===== src/rtl/alu_accum_ctrl_pkg.sv =====
// Shared opcode encodings, FSM state encodings and small helpers for the
// ALU command sequencer / accumulator.
package alu_accum_ctrl_pkg;

  localparam int unsigned OpWidth = 4;

  localparam logic [OpWidth-1:0] AluOpAdd  = 4'd0;
  localparam logic [OpWidth-1:0] AluOpSub  = 4'd1;
  localparam logic [OpWidth-1:0] AluOpMul  = 4'd2;
  localparam logic [OpWidth-1:0] AluOpDiv  = 4'd3;
  localparam logic [OpWidth-1:0] AluOpMod  = 4'd4;
  localparam logic [OpWidth-1:0] AluOpAnd  = 4'd5;
  localparam logic [OpWidth-1:0] AluOpOr   = 4'd6;
  localparam logic [OpWidth-1:0] AluOpXor  = 4'd7;
  localparam logic [OpWidth-1:0] AluOpNand = 4'd8;
  localparam logic [OpWidth-1:0] AluOpNor  = 4'd9;
  localparam logic [OpWidth-1:0] AluOpXnor = 4'd10;
  localparam logic [OpWidth-1:0] AluOpNot  = 4'd11;
  localparam logic [OpWidth-1:0] AluOpShl  = 4'd12;
  localparam logic [OpWidth-1:0] AluOpShr  = 4'd13;
  localparam logic [OpWidth-1:0] AluOpLoad = 4'd14;
  localparam logic [OpWidth-1:0] AluOpClr  = 4'd15;

  localparam logic [1:0] StIdle  = 2'd0;
  localparam logic [1:0] StIssue = 2'd1;
  localparam logic [1:0] StResp  = 2'd2;

  function automatic logic is_div_op(logic [OpWidth-1:0] op);
    return (op == AluOpDiv) || (op == AluOpMod);
  endfunction

endpackage


===== src/rtl/alu_accum_ctrl_if.sv =====
// Command, response and ALU-side buses of the accumulator sequencer.
// slave = the sequencer; master = command source, response sink and ALU.
interface alu_accum_ctrl_if #(
  parameter int unsigned WIDTH = 16
);
  import alu_accum_ctrl_pkg::*;

  logic               cmd_valid;
  logic               cmd_ready;
  logic [OpWidth-1:0] cmd_op;
  logic [WIDTH-1:0]   cmd_operand;

  logic               rsp_valid;
  logic               rsp_ready;
  logic [WIDTH-1:0]   rsp_result;
  logic               rsp_error;

  logic [WIDTH-1:0]   alu_a;
  logic [WIDTH-1:0]   alu_b;
  logic [OpWidth-1:0] alu_op;
  logic [WIDTH-1:0]   alu_result;
  logic               alu_error;

  modport slave (
    input  cmd_valid, cmd_op, cmd_operand, rsp_ready, alu_result, alu_error,
    output cmd_ready, rsp_valid, rsp_result, rsp_error, alu_a, alu_b, alu_op
  );

  modport master (
    output cmd_valid, cmd_op, cmd_operand, rsp_ready, alu_result, alu_error,
    input  cmd_ready, rsp_valid, rsp_result, rsp_error, alu_a, alu_b, alu_op
  );

endinterface


===== src/rtl/alu_accum_ctrl_settle_cnt.sv =====
// 4-bit load/decrement settle counter with a zero flag.
module alu_accum_ctrl_settle_cnt (
  input  logic       clk,
  input  logic       reset,
  input  logic       load,
  input  logic [3:0] load_val,
  input  logic       dec,
  output logic       zero
);

  logic [3:0] cnt_q;

  always_ff @(posedge clk) begin
    if (reset) begin
      cnt_q <= 4'd0;
    end else if (load) begin
      cnt_q <= load_val;
    end else if (dec && (cnt_q != 4'd0)) begin
      cnt_q <= cnt_q - 4'd1;
    end
  end

  assign zero = (cnt_q == 4'd0);

endmodule


===== src/rtl/alu_accum_ctrl.sv =====
// Multi-cycle command sequencer and accumulator wrapped around the 16-bit ALU.
// Optional build macro ALU_ACCUM_SAT_EN saturates acc on ADD/MUL/SUB errors.
module alu_accum_ctrl
  import alu_accum_ctrl_pkg::*;
#(
  parameter int unsigned WIDTH  = 16,
  parameter int unsigned SETTLE = 1
) (
  input  logic             clk,
  input  logic             reset,
  alu_accum_ctrl_if.slave  bus,
  output logic [WIDTH-1:0] acc,
  output logic             err_sticky,
  output logic             busy
);

  localparam logic [3:0] SettleLoad = 4'(SETTLE - 1);

  logic [1:0]         state_q, state_d;
  logic [WIDTH-1:0]   acc_q;
  logic [WIDTH-1:0]   alu_b_q;
  logic [OpWidth-1:0] alu_op_q;
  logic [WIDTH-1:0]   rsp_result_q;
  logic               rsp_error_q;
  logic               err_sticky_q;

  logic               accept;
  logic               capture;
  logic               cnt_zero;
  logic [WIDTH-1:0]   cap_acc;
  logic               cap_err;

  assign accept  = (state_q == StIdle) && bus.cmd_valid;
  assign capture = (state_q == StIssue) && cnt_zero;

  alu_accum_ctrl_settle_cnt u_settle_cnt (
    .clk      (clk),
    .reset    (reset),
    .load     (accept),
    .load_val (SettleLoad),
    .dec      (state_q == StIssue),
    .zero     (cnt_zero)
  );

  always_comb begin
    state_d = state_q;
    case (state_q)
      StIdle:  if (bus.cmd_valid) state_d = StIssue;
      StIssue: if (cnt_zero)      state_d = StResp;
      StResp:  if (bus.rsp_ready) state_d = StIdle;
      default: state_d = StIdle;
    endcase
  end

  // Value and error committed at the end of ISSUE.
  always_comb begin
    cap_acc = bus.alu_result;
    cap_err = bus.alu_error;
    if (alu_op_q == AluOpLoad) begin
      cap_acc = alu_b_q;
      cap_err = 1'b0;
    end else if (alu_op_q == AluOpClr) begin
      cap_acc = '0;
      cap_err = 1'b0;
    end else if (is_div_op(alu_op_q) && bus.alu_error) begin
      cap_acc = acc_q;
    end
`ifdef ALU_ACCUM_SAT_EN
    else if (bus.alu_error && ((alu_op_q == AluOpAdd) || (alu_op_q == AluOpMul))) begin
      cap_acc = '1;
    end else if (bus.alu_error && (alu_op_q == AluOpSub)) begin
      cap_acc = '0;
    end
`endif
  end

  always_ff @(posedge clk) begin
    if (reset) begin
      state_q      <= StIdle;
      acc_q        <= '0;
      alu_b_q      <= '0;
      alu_op_q     <= AluOpAdd;
      rsp_result_q <= '0;
      rsp_error_q  <= 1'b0;
      err_sticky_q <= 1'b0;
    end else begin
      state_q <= state_d;
      if (accept) begin
        alu_b_q  <= bus.cmd_operand;
        alu_op_q <= bus.cmd_op;
      end
      if (capture) begin
        acc_q        <= cap_acc;
        rsp_result_q <= cap_acc;
        rsp_error_q  <= cap_err;
        err_sticky_q <= (alu_op_q == AluOpClr) ? 1'b0 : (err_sticky_q | cap_err);
      end
    end
  end

  assign bus.cmd_ready  = (state_q == StIdle);
  assign bus.rsp_valid  = (state_q == StResp);
  assign bus.rsp_result = rsp_result_q;
  assign bus.rsp_error  = rsp_error_q;
  assign bus.alu_a      = acc_q;
  assign bus.alu_b      = alu_b_q;
  assign bus.alu_op     = alu_op_q;

  assign acc        = acc_q;
  assign err_sticky = err_sticky_q;
  assign busy       = (state_q != StIdle);

endmodule


===== src/flat_wrapper.sv =====
// flat-port wrapper written by rule: the top's interface ports become plain ports
module alu_accum_ctrl_flat import alu_accum_ctrl_pkg::*;
#(
  parameter int unsigned WIDTH  = 16,
  parameter int unsigned SETTLE = 1
)
  (clk, reset, acc, err_sticky, busy, bus_cmd_valid, bus_cmd_op, bus_cmd_operand, bus_rsp_ready, bus_alu_result, bus_alu_error, bus_cmd_ready, bus_rsp_valid, bus_rsp_result, bus_rsp_error, bus_alu_a, bus_alu_b, bus_alu_op);
  alu_accum_ctrl_if #(.WIDTH(WIDTH)) bus_i ();
  input  logic clk;
  input  logic reset;
  output logic [WIDTH-1:0] acc;
  output logic err_sticky;
  output logic busy;
  input wire logic [$bits(bus_i.cmd_valid)-1:0] bus_cmd_valid;
  input wire logic [$bits(bus_i.cmd_op)-1:0] bus_cmd_op;
  input wire logic [$bits(bus_i.cmd_operand)-1:0] bus_cmd_operand;
  input wire logic [$bits(bus_i.rsp_ready)-1:0] bus_rsp_ready;
  input wire logic [$bits(bus_i.alu_result)-1:0] bus_alu_result;
  input wire logic [$bits(bus_i.alu_error)-1:0] bus_alu_error;
  output wire logic [$bits(bus_i.cmd_ready)-1:0] bus_cmd_ready;
  output wire logic [$bits(bus_i.rsp_valid)-1:0] bus_rsp_valid;
  output wire logic [$bits(bus_i.rsp_result)-1:0] bus_rsp_result;
  output wire logic [$bits(bus_i.rsp_error)-1:0] bus_rsp_error;
  output wire logic [$bits(bus_i.alu_a)-1:0] bus_alu_a;
  output wire logic [$bits(bus_i.alu_b)-1:0] bus_alu_b;
  output wire logic [$bits(bus_i.alu_op)-1:0] bus_alu_op;
  assign bus_i.cmd_valid = bus_cmd_valid;
  assign bus_i.cmd_op = bus_cmd_op;
  assign bus_i.cmd_operand = bus_cmd_operand;
  assign bus_i.rsp_ready = bus_rsp_ready;
  assign bus_i.alu_result = bus_alu_result;
  assign bus_i.alu_error = bus_alu_error;
  assign bus_cmd_ready = bus_i.cmd_ready;
  assign bus_rsp_valid = bus_i.rsp_valid;
  assign bus_rsp_result = bus_i.rsp_result;
  assign bus_rsp_error = bus_i.rsp_error;
  assign bus_alu_a = bus_i.alu_a;
  assign bus_alu_b = bus_i.alu_b;
  assign bus_alu_op = bus_i.alu_op;
  alu_accum_ctrl #(.WIDTH(WIDTH), .SETTLE(SETTLE)) u_core (.clk(clk), .reset(reset), .bus(bus_i), .acc(acc), .err_sticky(err_sticky), .busy(busy));
endmodule

===== config.mk =====
export PLATFORM = sky130hd
export DESIGN_NAME = alu_accum_ctrl_flat
export DESIGN_NICKNAME = d
export VERILOG_FILES = /design/src/rtl/alu_accum_ctrl_pkg.sv /design/src/rtl/alu_accum_ctrl_if.sv /design/src/rtl/alu_accum_ctrl_settle_cnt.sv /design/src/rtl/alu_accum_ctrl.sv /design/src/flat_wrapper.sv
export SDC_FILE = /design/constraint.sdc
export NUM_CORES = 1
export LEC_CHECK = 0
export ABC_AREA = 1
export BUFFER_PORTS_ARGS = -buffer_cell sky130_fd_sc_hd__buf_2
export CORE_ASPECT_RATIO = 1.75
export CORE_MARGIN = 2
export CORE_UTILIZATION = 41
export DETAILED_ROUTE_END_ITERATION = 10
export PLACE_DENSITY = 0.84
export SETUP_SLACK_MARGIN = 0.02
export SLEW_MARGIN = 25
export SYNTH_ARGS = -nofsm -noshare
export SYNTH_HDL_FRONTEND = slang
export SYNTH_SLANG_ARGS = --single-unit

===== constraint.sdc =====
create_clock -name clk -period 1.3 [get_ports clk]
set_input_delay 0.13 -clock clk [delete_from_list [all_inputs] [get_ports clk]]
set_output_delay 0.13 -clock clk [all_outputs]
set_load 0.05 [all_outputs]

# Yosys cells after proc, flatten, opt, wreduce, memory -nomap -nowiden
# Cells that the tools add are included.
[word_totals] reg_bits=44 output_inout_bits=73 elab_cells=41
[classes] n_addsub=1 eq_ne=10 n_mux=10 bitwise_logic=1 n_reduce_logical=12
[op_table] operator="two-way mux 16 bit" n=3
[op_table] operator="equality test 4 bit (second input constant)" n=2
[op_table] operator="two-way mux 2 bit" n=3
[op_table] operator="one-hot mux 2 bit (3 select lines)" n=1
[op_table] operator="equality test 4 x 2 -> 1 bit (second input constant)" n=1
[op_table] operator="equality test 4 x 3 -> 1 bit (second input constant)" n=1
[op_table] operator="logical AND 1 bit" n=4
[op_table] operator="zero test 4 bit" n=1
[op_table] operator="!= test 2 bit (second input constant)" n=2
[op_table] operator="nonzero test 4 bit" n=1
[op_table] operator="subtractor 4 x 1 -> 4 bit (second input constant)" n=1
[op_table] operator="two-way mux 1 bit" n=3
[op_table] operator="!= test 3 x 1 -> 1 bit (second input constant)" n=1
[op_table] operator="AND reduction 3 bit" n=1
[op_table] operator="equality test 2 x 1 -> 1 bit (second input constant)" n=1
[op_table] operator="equality test 2 bit (second input constant)" n=1
[op_table] operator="zero test 2 bit" n=1
[op_table] operator="!= test 2 x 1 -> 1 bit (second input constant)" n=1
[op_table] operator="AND reduction 2 bit" n=1
[op_table] operator="nonzero test 2 bit" n=1
[op_table] operator="OR reduction 2 bit" n=1
[op_table] operator="logical OR 1 bit" n=1
[op_table] operator="OR 1 bit" n=1

# Depth between registers and ports, before layout
[depth] ltp_word=6 depth_mapped=9

# Modules after synthesis
# A second synthesis with hierarchy kept.
[hier_totals] cells_unflattened=349 area_unflattened_um2=2296.0
[modules_own_cells] module="alu_accum_ctrl" instances=1 cells_per_inst=308 area_per_inst_um2=2021.9 seq_area_each_um2=800.8
[modules_own_cells] module="alu_accum_ctrl_settle_cnt" instances=1 cells_per_inst=41 area_per_inst_um2=274.0 seq_area_each_um2=80.1

# Worst setup path before layout
# No wires, ideal clock.
[synth_timing] path_kind="register to register" startpoint="register u_core.state_q[0]" endpoint="register u_core.alu_b_q[12], in the netlist u_core.bus.alu_b[12]" setup_ns=0.116 t_arrival_ns=1.425 setup_slack_ns=-0.241 stages_incl_launch_ff=7 period_less_slack_ns=1.541 path_cell_list="dfxtp_1 > nor2_2 > nand2_1 > buf_2 > buf_2 > o21ai_0 > nor2_1"
[synth_via] elab_chain_len=2
[synth_rtl] item="from (decl)" line_no="alu_accum_ctrl.sv:19" rtl="logic [1:0] state_q, state_d;"
[synth_rtl] item="from (signal assigned)" line_no="alu_accum_ctrl.sv:79" rtl="state_q <= StIdle;"
[synth_rtl] item="from (signal assigned)" line_no="alu_accum_ctrl.sv:87" rtl="state_q <= state_d;"
[synth_rtl] item="zero test 2 bit"
[synth_rtl] item="named net bus_cmd_ready" line_no="flat_wrapper.sv:20" rtl="output wire logic [$bits(bus_i.cmd_ready)-1:0] bus_cmd_ready;"
[synth_rtl] item="logical AND 1 bit" line_no="alu_accum_ctrl.sv:33" rtl="assign accept = (state_q == StIdle) && bus.cmd_valid;"
[synth_rtl] item="to (signal assigned)" line_no="alu_accum_ctrl.sv:89" rtl="alu_b_q <= bus.cmd_operand;"
[synth_rtl] item="to (decl)" line_no="alu_accum_ctrl.sv:21" rtl="logic [WIDTH-1:0] alu_b_q;"
# The timed path passes the listed nets, and every way through them passes these cells.
# A chain may end at the register's enable or synchronous reset.

# Worst setup path in the final report
[layout_timing] startpoint="register u_core.u_settle_cnt.cnt_q[0]" endpoint="register u_core.acc_q[5], in the netlist u_core.acc[5]"
[layout_via] elab_chain_len=3
[layout_rtl] item="from (decl)" line_no="alu_accum_ctrl_settle_cnt.sv:11" rtl="logic [3:0] cnt_q;"
[layout_rtl] item="from (signal assigned)" line_no="alu_accum_ctrl_settle_cnt.sv:17" rtl="cnt_q <= load_val;"
[layout_rtl] item="from (signal assigned)" line_no="alu_accum_ctrl_settle_cnt.sv:19" rtl="cnt_q <= cnt_q - 4'd1;"
[layout_rtl] item="zero test 4 bit" line_no="alu_accum_ctrl_settle_cnt.sv:23" rtl="assign zero = (cnt_q == 4'd0);"
[layout_rtl] item="logical AND 1 bit" line_no="alu_accum_ctrl.sv:34" rtl="assign capture = (state_q == StIssue) && cnt_zero;"
[layout_rtl] item="AND reduction 2 bit (no source line)"
[layout_rtl] item="to (signal assigned)" line_no="alu_accum_ctrl.sv:93" rtl="acc_q <= cap_acc;"
[layout_rtl] item="to (decl)" line_no="alu_accum_ctrl.sv:20" rtl="logic [WIDTH-1:0] acc_q;"
# Every way passes these cells.

==> impl_metrics.tcl <==
set metrics [dict create \
    run_status "finished clean" \
    end_kind "flip-flop" \
    final.period_utilization_pct 99.1 \
    die_height_microns 102 \
    drt_iter0_drc 28 \
    row_count 35 \
    ys.warnings.count 0 \
    layout-drive-gt1-share_pct 43.2 \
    comb_power_share_pct 35.2 \
    r2r_cells 8 \
    routed_via_density 4.68 \
    holdWs_ns 0.0449 \
    drtAntennaViolNets 0 \
    vdd_drop_max_mv 0.860 \
    synth_top_area_share_pct 39.4 \
    synth_nets 361 \
    critical_path_depth 8 \
    setup.worst_path.start "u_core.u_settle_cnt.cnt_q[0]" \
    power_mw 3.85 \
    synth_edf_count 0 \
    setup_tns_ns 0 \
    wl_per_cell_microns 11.9 \
    final.setup.worst_slack_ns 0.0111 \
    synth_seq_cells 44 \
    final_util_pct 54.9 \
    cts_sinks 44 \
    cts_hold_buf 0 \
    hold_viol_final 0 \
    avgSynthCellArea_sq_um 7.00 \
    clockPowerShare_pct 24.7 \
    ys_seq_area_share_pct 39.4 \
    grt_pass1_vias 2003 \
    antenna_cells 0 \
    r2r_start "u_core.u_settle_cnt.cnt_q[0]" \
    fin_skew_ns 0.00880 \
    yosys.area.top_type "dfxtp_1" \
    clock_tree.root_cell "clkbuf_8" \
    synth_common_cells "nand2_1 (68), dfxtp_1 (44), nor2_1 (44)" \
    die_x_microns 59.8 \
    cpPeakStageDelay_ns 0.33 \
    synth_area_sq_um 2230 \
    synth_cell_types 23 \
    leakage_nw 1.61 \
    yosysMostFrequentCell "nand2_1" \
    numCtsBuffers 5 \
    path_clk_slew_ns 0.08 \
    ys.flop_type "dfxtp_1" \
    p_per_area_nw_per_um2 1340 \
    wirelength_mm 5.55 \
    crit_slowest_cell "dfxtp_2" \
    worst_setup_path_start_kind "flip-flop" \
    setup_viol 0 \
    synth.area.top_cells "dfxtp_1 (39%), nand2_1 (11%), buf_4 (11%)" \
    clk_latency_ns 0.29 \
    cp_top_family "simple AND/OR/NAND/NOR gates" \
    rsz0062_at_grt "yes" \
    grt_max_degree 26 \
    p_switching_mw 1.57 \
    antenna_found_initial 0 \
    drc 0 \
    htree_num_levels 2 \
    core_region_area_sq_um 5260 \
    swShare_pct 40.8 \
    overflow 0 \
    cp_num_buf_inv 2 \
    initial_core_util_pct 42.5 \
    drt-pass1-iter-count 4 \
    path_max_fanout 16 \
    die_area_sq_um 6080 \
    sequentialPowerShare_pct 40.2 \
    drv_cap 0 \
    final_max_slew_viol_count 0 \
    relSlewSlack_pct 81.6 \
    cts_tree "done" \
    synth_cells 319 \
    min-delay-path-class "in2reg" \
    ios 114 \
    io_buffers 113 \
    grt_use_total_pct 18.5 \
    async_reset_ff_share_pct 0 \
    nets 451 \
    internal_power_mw 2.28 \
    gp_congestion 0.822 \
    place_ws_ns -0.00975 \
    worst_pin_slew_ns 0.279 \
    regToRegSetupSlack_ns 0.01 \
    vias 2178 \
    cp.required_ns 1.49 \
    endpoint "u_core.acc[5]" \
    clock_path_buffers 2 \
    worstSetupPathType "reg2reg" \
    timing.rr.end "u_core.acc[5]" \
    path_cells "inv_2 -> ha_4 -> nand3_4 -> nor2_4 -> nand2_4 -> buf_12 -> nor2_1 -> nor2_1" \
    grt_pass1_wl_mm 8.61 \
    syn2layout_area_growth_pct 29.2 \
    fmax_ghz 0.776 \
    critPathArrivalTime_ns 1.48 \
    hpwl_mm 4.25 \
    crit_top_cell "nor2_1" \
    min_period_ns 1.29 \
]
-- cells by family after synthesis --
family	count (synthesis)	share of synthesized area, %
AO/OA/AOI/OAI	58	14.8
AND/OR/NAND/NOR	124	22.5
XOR/XNOR	2	0.784
buffers and inverters	90	21.9
adder cells (fa/ha/maj)	1	0.560
flip-flops	44	39.4
-- layer usage --
layer | vias up | wire length (microns) | share of wire [%] | track usage, %
met4 | 0 | 136 | 2.5 | 9.74
met2 | 74 | 3070 | 55 | 34.0
li1 | 1117 | - | - | -
met1 | 979 | 2010 | 36 | 18.6
met3 | 8 | 326 | 5.9 | 3.96
met5 | - | 0 | 0 | 0
-- cell usage in the layout (no fill, tap or decap), types with 2 or more instances in the layout --
cell	n
dfxtp_2	5
a21oi_1	23
nand2_1	65
o21ai_0	18
o21ai_2	10
nor2_1	36
nand3_4	2
o21ai_1	5
inv_1	39
nor2_4	2
inv_2	5
nand2_4	2
dfxtp_1	38
clkbuf_8	5
buf_2	112
buf_4	14
nand2_2	3
clkinv_2	2
nand3_1	5
nor2_2	8
xor2_1	2
-- power by group through the flow --
stage / logic (mW) / registers [mW] / clock network, mW
after global placement: 1.31 / 1.58 / 0
after CTS: 1.35 / 1.55 / 0.964
after detailed placement: 1.32 / 1.58 / 0
after global routing: 1.45 / 1.57 / 1.01
after floorplan: 0.758 / 1.94 / 0
final: 1.36 / 1.55 / 0.951
-- worst reg2reg max path, stage by stage (launching register included) --
cell     delay [ns]
dfxtp_2        0.33
inv_2          0.08
ha_4           0.15
nand3_4        0.08
nor2_4         0.14
nand2_4        0.09
buf_12         0.16
nor2_1         0.11
nor2_1         0.05
-- how the worst min path moves through the flow --
stage	start	to	slack [ns]	cells past startpoint
2_1_floorplan	reset	u_core.bus.rsp_error	0.20	1
3_3_place_gp	reset	u_core.state_q[1]	0.33	2
3_5_place_dp	reset	u_core.state_q[1]	0.34	2
4_1_cts	reset	u_core.state_q[0]	0.03	2
5_1_grt	reset	u_core.bus.rsp_error	0.04	2
6_report	reset	u_core.bus.rsp_error	0.04	2
-- repair_timing --
action,4_1_cts,5_1_grt
buffers inserted,2,2
cloned,1,0
pin swaps,5,2
endpoints found under the setup margin,17,26
resized for setup,7,17
-- state kept, by name (all words and copies together) (netlist names) --
name and flops:
u_core.acc 16, u_core.bus.alu_b 16, u_core.bus.alu_op 4, u_core.bus.rsp_error 1, u_core.err_sticky 1, u_core.state_q 2, u_core.u_settle_cnt.cnt_q 4
-- stage by stage --
stage | cell area, sq um | instances
floorplan | 2280 | 319
global placement | 2670 | 452
detailed placement | 2670 | 452
CTS | 2830 | 463
global route | 2890 | 465
finish | 2890 | 465
-- layout make-up --
| type | instances | area [sq um] |
|---|---|---|
| fillers | 516 | 2370 |
| repair buffers | 128 | 713 |
| clock buffers | 7 | 97.6 |
| inverters | 45 | 170 |
| multi-input cells | 185 | 940 |
| flip-flops and latches | 44 | 891 |
| well taps | 55 | 68.8 |
| clock inverters | 1 | 5.00 |
Power figures use the tool's default switching activity.
